===== config.mk =====
export PLATFORM = sky130hd
export DESIGN_NAME = metastable_harvester
export DESIGN_NICKNAME = d
export VERILOG_FILES = /design/src/rtl/metastable_harvester.sv
export SDC_FILE = /design/constraint.sdc
export NUM_CORES = 1
export LEC_CHECK = 0
export CORE_MARGIN = 2
export CORE_UTILIZATION = 30
export DETAILED_ROUTE_END_ITERATION = 16
export SETUP_SLACK_MARGIN = 0.05
export SLEW_MARGIN = 0
export SYNTH_ARGS = -nofsm -noshare
export SYNTH_HDL_FRONTEND = slang
export SYNTH_SLANG_ARGS = --single-unit

===== constraint.sdc =====
create_clock -name clk -period 3.4 [get_ports clk]
set_clock_uncertainty 0.05 [all_clocks]
set_input_delay 0.68 -clock clk [delete_from_list [all_inputs] [get_ports clk]]
set_output_delay 0.68 -clock clk [all_outputs]
set_load 0.01 [all_outputs]

===== src/rtl/metastable_harvester.sv =====
// Entropy harvester for the iCE40 metastable oscillator: synchronize, sample, von Neumann debias, pack words.
// Optional repetition-count health test is compiled in with METASTABLE_HARVESTER_HEALTH_EN.
module metastable_harvester #(
  parameter int WIDTH        = 8,
  parameter int SAMPLE_DIV   = 4,
  parameter int REPEAT_LIMIT = 32
) (
  input  logic             clk,
  input  logic             rst,
  input  logic             metastable,
  input  logic             enable,
  output logic [WIDTH-1:0] out_data,
  output logic             out_valid,
  input  logic             out_ready,
  output logic             fault
);

  localparam int CNT_W = (SAMPLE_DIV > 1) ? $clog2(SAMPLE_DIV) : 1;
  localparam int BIT_W = $clog2(WIDTH + 1);
  localparam logic [CNT_W-1:0] CNT_MAX  = CNT_W'(SAMPLE_DIV - 1);
  localparam logic [BIT_W-1:0] BIT_LAST = BIT_W'(WIDTH - 1);

`ifdef METASTABLE_HARVESTER_HEALTH_EN
  typedef enum logic [1:0] {FILL = 2'd0, HOLD = 2'd1, FAULT = 2'd2} state_t;
`else
  typedef enum logic [1:0] {FILL = 2'd0, HOLD = 2'd1} state_t;
`endif

  state_t           state_q, state_d;
  logic             sync1_q, sync1_d, sync2_q, sync2_d;
  logic [CNT_W-1:0] cnt_q, cnt_d;
  logic             half_q, half_d;
  logic             first_q, first_d;
  logic [WIDTH-1:0] word_q, word_d;
  logic [BIT_W-1:0] bit_cnt_q, bit_cnt_d;
  logic [WIDTH-1:0] out_data_q, out_data_d;
  logic             out_valid_q, out_valid_d;
  logic             tick, emit, emit_bit;

`ifdef METASTABLE_HARVESTER_HEALTH_EN
  localparam int RUN_W = $clog2(REPEAT_LIMIT + 1);
  localparam logic [RUN_W-1:0] RUN_MAX = RUN_W'(REPEAT_LIMIT);
  logic [RUN_W-1:0] run_q, run_d;
  logic             prev_q, prev_d;
  logic             fault_q, fault_d;
`endif

  always_comb begin
    sync1_d     = metastable;
    sync2_d     = sync1_q;
    state_d     = state_q;
    cnt_d       = cnt_q;
    half_d      = half_q;
    first_d     = first_q;
    word_d      = word_q;
    bit_cnt_d   = bit_cnt_q;
    out_data_d  = out_data_q;
    out_valid_d = out_valid_q;
    tick        = 1'b0;
    emit        = 1'b0;
    emit_bit    = 1'b0;
`ifdef METASTABLE_HARVESTER_HEALTH_EN
    run_d       = run_q;
    prev_d      = prev_q;
    fault_d     = fault_q;
`endif
    case (state_q)
      FILL: begin
        if (enable) begin
          tick  = (cnt_q == CNT_MAX);
          cnt_d = tick ? '0 : cnt_q + 1'b1;
          if (tick) begin
            if (!half_q) begin
              first_d = sync2_q;
              half_d  = 1'b1;
            end else begin
              half_d = 1'b0;
              // Unequal pair 10 yields 1 and 01 yields 0, i.e. the first sample.
              if (first_q != sync2_q) begin
                emit     = 1'b1;
                emit_bit = first_q;
              end
            end
          end
          if (emit) begin
            word_d    = {word_q[WIDTH-2:0], emit_bit};
            bit_cnt_d = bit_cnt_q + 1'b1;
            if (bit_cnt_q == BIT_LAST) begin
              out_data_d  = word_d;
              out_valid_d = 1'b1;
              state_d     = HOLD;
            end
          end
`ifdef METASTABLE_HARVESTER_HEALTH_EN
          // Every raw tick counts toward the run, including discarded pairs.
          if (tick) begin
            prev_d = sync2_q;
            if (sync2_q != prev_q)    run_d = RUN_W'(1);
            else if (run_q != RUN_MAX) run_d = run_q + 1'b1;
            if (run_d == RUN_MAX) begin
              state_d     = FAULT;
              fault_d     = 1'b1;
              out_valid_d = 1'b0;
              word_d      = '0;
              bit_cnt_d   = '0;
              half_d      = 1'b0;
            end
          end
`endif
        end
      end
      HOLD: begin
        if (out_ready) begin
          state_d     = FILL;
          out_valid_d = 1'b0;
          bit_cnt_d   = '0;
          word_d      = '0;
          half_d      = 1'b0;
        end
      end
      default: state_d = state_q;
    endcase
  end

  always_ff @(posedge clk) begin
    if (rst) begin
      state_q     <= FILL;
      sync1_q     <= 1'b0;
      sync2_q     <= 1'b0;
      cnt_q       <= '0;
      half_q      <= 1'b0;
      first_q     <= 1'b0;
      word_q      <= '0;
      bit_cnt_q   <= '0;
      out_data_q  <= '0;
      out_valid_q <= 1'b0;
`ifdef METASTABLE_HARVESTER_HEALTH_EN
      run_q       <= '0;
      prev_q      <= 1'b0;
      fault_q     <= 1'b0;
`endif
    end else begin
      state_q     <= state_d;
      sync1_q     <= sync1_d;
      sync2_q     <= sync2_d;
      cnt_q       <= cnt_d;
      half_q      <= half_d;
      first_q     <= first_d;
      word_q      <= word_d;
      bit_cnt_q   <= bit_cnt_d;
      out_data_q  <= out_data_d;
      out_valid_q <= out_valid_d;
`ifdef METASTABLE_HARVESTER_HEALTH_EN
      run_q       <= run_d;
      prev_q      <= prev_d;
      fault_q     <= fault_d;
`endif
    end
  end

  assign out_data  = out_data_q;
  assign out_valid = out_valid_q;

`ifdef METASTABLE_HARVESTER_HEALTH_EN
  assign fault = fault_q;
`else
  logic unused_repeat_limit;
  assign unused_repeat_limit = ^REPEAT_LIMIT;
  assign fault = 1'b0;
`endif

endmodule


==> impl_table.tex <==
\begin{tabular}{lr}
\hline
Metric & Value \\
\hline
\multicolumn{2}{l}{\textbf{Run status}} \\
Outcome & complete, no violations \\
\multicolumn{2}{l}{\textbf{CTS}} \\
CTS tree & done \\
Clock-pin slew reported for the worst setup and hold paths after clock tree synthesis & 0.09 ns \\
Total CTS buffers & 3 \\
Post-CTS Repair Setup Buffers & 0 \\
Number of H-tree levels & 1 \\
Total of cells resized after clock tree synthesis & 0 \\
CTS Root Cell & sky130\_fd\_sc\_hd\_\_clkbuf\_8 \\
Hold buffers post-CTS & 0 \\
Clock latency on the worst-skew pair & 0.27 ns \\
Clk buf depth & 2 \\
Total number of clock tree sinks & 26 \\
\multicolumn{2}{l}{\textbf{Routing}} \\
Count of unresolved DRC violations after routing & 0 \\
Avg Vias per Cell & 5.26 \\
Post-detailed-route wirelength per cell & 12.5 µm \\
Post-route antenna net violation count & 0 \\
Number of search-and-repair iterations in the first detailed-routing pass & 4 \\
Overall via count from detail\_route & 962 \\
Detailed router's first-iteration violation count & 19 \\
Final Routed Wirelength & 2280 µm \\
\multicolumn{2}{l}{\textbf{Synth}} \\
Most frequently used flop master after synthesis & sky130\_fd\_sc\_hd\_\_dfxtp\_1 \\
Unique masters post-synth & 32 \\
Fraction of registers with async set or reset after synthesis & 0\% \\
Synthesized flop and latch total & 26 \\
Post-synthesis instance area & 0.00120 mm² \\
Total nets after synthesis & 135 \\
Number of standard cells after synthesis & 127 \\
Mean Syn Cell Area & 9.45 µm² \\
Synth Area in Adders & 3.13\% \\
Post-synth EDFFs & 0 \\
Number of warnings printed during yosys synthesis & 0 \\
Share of the synthesized netlist area taken by xor and xnor gates & 0\% \\
Main combinational cell family by area after synthesis & simple AND/OR/NAND/NOR gates \\
Fraction of the mapped netlist area in simple logic gates & 24.9\% \\
Share of the synthesized area in compound gates (AO/OA/AOI/OAI) & 14.9\% \\
Share of synthesized area spent on multiplexers & 8.34\% \\
Sequential share of the synthesized area & 43.4\% \\
\multicolumn{2}{l}{\textbf{Power and ir drop}} \\
Pleak & 0.472 nW \\
Switching power & 0.000112 W \\
IR drop worst, VDD & 0.000139 V \\
Combinational group share of total power & 4.3\% \\
Internal & 0.000478 W \\
Portion of total power attributed to the clock network & 43.2\% \\
Fraction of power spent switching nets & 18.9\% \\
Power density normalized to cell area & 415 mW/mm² \\
Seq pwr share & 52.5\% \\
\multicolumn{2}{l}{\textbf{Floorplan}} \\
Standard-cell rows & 22 \\
Vertical die dimension & 67.2 µm \\
Area of the die & 0.00452 mm² \\
Floorplan Core Area & 0.00374 mm² \\
Initial standard-cell utilization of the core & 32.1\% \\
Die outline width & 67.2 µm \\
Number of top-level pins & 15 \\
\multicolumn{2}{l}{\textbf{Worst hold path}} \\
Worst hold-check path type & register to register \\
\multicolumn{2}{l}{\textbf{STA}} \\
Setup violation total in the final timing report & 0 \\
Final hold violations & 0 \\
Top achievable clock speed & 399 MHz \\
Minimum clock period & 2.50 ns \\
Normalized max-slew margin & 48.8\% \\
Worst Tran Pin Value & 0.766 ns \\
Fin crit share & 73.6\% \\
Number of slew-limit violations in the final report & 0 \\
Final sum of negative setup slack & 0 ns \\
Unrepaired setup endpoints after global routing & no \\
\multicolumn{2}{l}{\textbf{Worst setup path}} \\
Type of the setup path with the least slack & register to output port \\
Cells along the critical path & clkdlybuf4s50\_1 \\
Arrival time of the worst setup path & 1.77 ns \\
Slowest stage cell on the critical path & sky130\_fd\_sc\_hd\_\_dfxtp\_1 \\
Count of buffer and inverter cells on the critical path & 1 \\
Kind of cell with the highest combined delay on the critical path & flip-flops \\
Largest stage delay on the critical path & 0.83 ns \\
Crit path capture type & output port \\
Max FO, Critical Path & 23 \\
Data required time at the worst endpoint & 2.67 ns \\
Crit path launch type & register \\
\multicolumn{2}{l}{\textbf{Layout}} \\
Total non-filler cell area in the finished layout & 0.00142 mm² \\
Area grow syn2layout & 18.4\% \\
Antenna Cells & 0 \\
Number of filler cells placed in the layout & 393 \\
Fraction of final layout cells sized beyond drive strength 1 & 5.19\% \\
Final nets & 144 \\
Most common library cell in the layout ignoring fill and taps & sky130\_fd\_sc\_hd\_\_dfxtp\_1 \\
Most frequent cells in the layout & 26 x sky130\_fd\_sc\_hd\_\_dfxtp\_1, 16 x sky130\_fd\_sc\_hd\_\_nand2b\_1, 13 x sky130\_fd\_sc\_hd\_\_clkdlybuf4s50\_1 \\
\multicolumn{2}{l}{\textbf{Global route}} \\
Via count of the first global-routing pass & 910 \\
Global-route usage over all layers & 11.5\% \\
Residual overflow from global routing & 0 \\
Maximum number of pins on one net before global-route repair & 27 \\
Initial antenna violation count & 0 \\
Wire length of the first global-routing pass & 3960 µm \\
\multicolumn{2}{l}{\textbf{Placement}} \\
Buffers on Ports & 13 \\
Detailed-placement wirelength estimate & 1560 µm \\
Area post-placement & 0.00135 mm² \\
Final RePlAce weighted congestion & 0.728 \\
\multicolumn{2}{l}{\textbf{Flow run}} \\
Total of max-cap violations & 0 \\
\hline
\end{tabular}
==> stage by stage <==
stage	util, %	power (W)	instances	setup slack [ns]	hold slack [ns]
2_1_floorplan	-	0.000334	127	1.79	0.364
3_3_place_gp	36.0	0.000341	179	0.962	0.376
3_5_place_dp	36.0	0.000342	179	0.884	0.383
4_1_cts	37.9	0.000593	183	0.873	0.409
5_1_grt	37.9	0.000612	183	0.791	0.421
6_report	37.9	0.000590	183	0.897	0.403
==> sequential cells by signal (all words and copies together) (netlist names), 2 cells and up <==
name and flops:
word_q 7, cnt_q 2, bit_cnt_q 4, out_data 8
==> routing by layer <==
layer	global-route usage, %	part of all wire, %	up-vias	wire [µm]
met1	13.2	46	469	1040
met3	2.00	2.5	4	58
li1	-	-	474	-
met5	0	0	-	0
met4	7.91	2.2	0	50
met2	19.3	50	15	1130
==> path summary, 6_finish.rpt <==
check	start	endpoint	slack (ns)	cells after the start
setup / recovery	out_valid$_SDFFE_PP0P_	out_valid	0.90	1
hold / removal	sync1_q$_SDFF_PP0_	sync2_q$_SDFF_PP0_	0.40	1
setup reg to reg	out_valid$_SDFFE_PP0P_	bit_cnt_q[3]$_SDFFE_PP0P_	1.37	3
hold reg to reg	sync1_q$_SDFF_PP0_	sync2_q$_SDFF_PP0_	0.40	1
==> power groups by stage <==
stage / sequential [W] / combinational [W] / clock [W]
after floorplan: 0.000316 / 0.0000172 / 0
after global placement: 0.000317 / 0.0000241 / 0
after detailed placement: 0.000317 / 0.0000255 / 0
after CTS: 0.000310 / 0.0000255 / 0.000258
after global routing: 0.000310 / 0.0000286 / 0.000273
final: 0.000310 / 0.0000253 / 0.000255
==> kinds of logic after synthesis <==
| logic type | count (synthesis) |
|---|---|
| fa+ha+maj | 3 |
| simple gates | 47 |
| compound gates | 27 |
| other cells | 1 |
| mux | 10 |
| buf+inv | 13 |
| flops | 26 |
==> cell type report <==
| cell class | instances | area, µm² | share of cell area [%] |
|---|---|---|---|
| Multi-Input combinational cell | 88 | 619 | 43.6 |
| Sequential cell | 26 | 520 | 36.7 |
| Timing Repair Buffer | 14 | 138 | 9.69 |
| Tap cell | 48 | 60.1 | 4.23 |
| Clock buffer | 3 | 41.3 | 2.91 |
| Clock inverter | 1 | 30.0 | 2.11 |
| Inverter | 3 | 11.3 | 0.793 |
==> synthesized netlist by cell type (all sizes together), types with 2 or more instances <==
cell    number  area share (%)
dfxtp       26              43
nand2b      16             8.3
a21oi       10             4.2
mux2i       10             8.3
nand3        9             3.8
o211ai       8             5.0
buf          5             2.5
clkbuf       5             1.6
ha           3             3.1
inv          3            0.94
nand2        3            0.94
nor2         3            0.94
nor2b        3             1.6
a311oi       2             1.5
a31oi        2             1.0
nand3b       2             1.3
nand4b       2             2.0
nor3         2             1.8
nor3b        2             1.3
or4          2             1.3
Note: power is estimated with default switching activity, not from simulation.
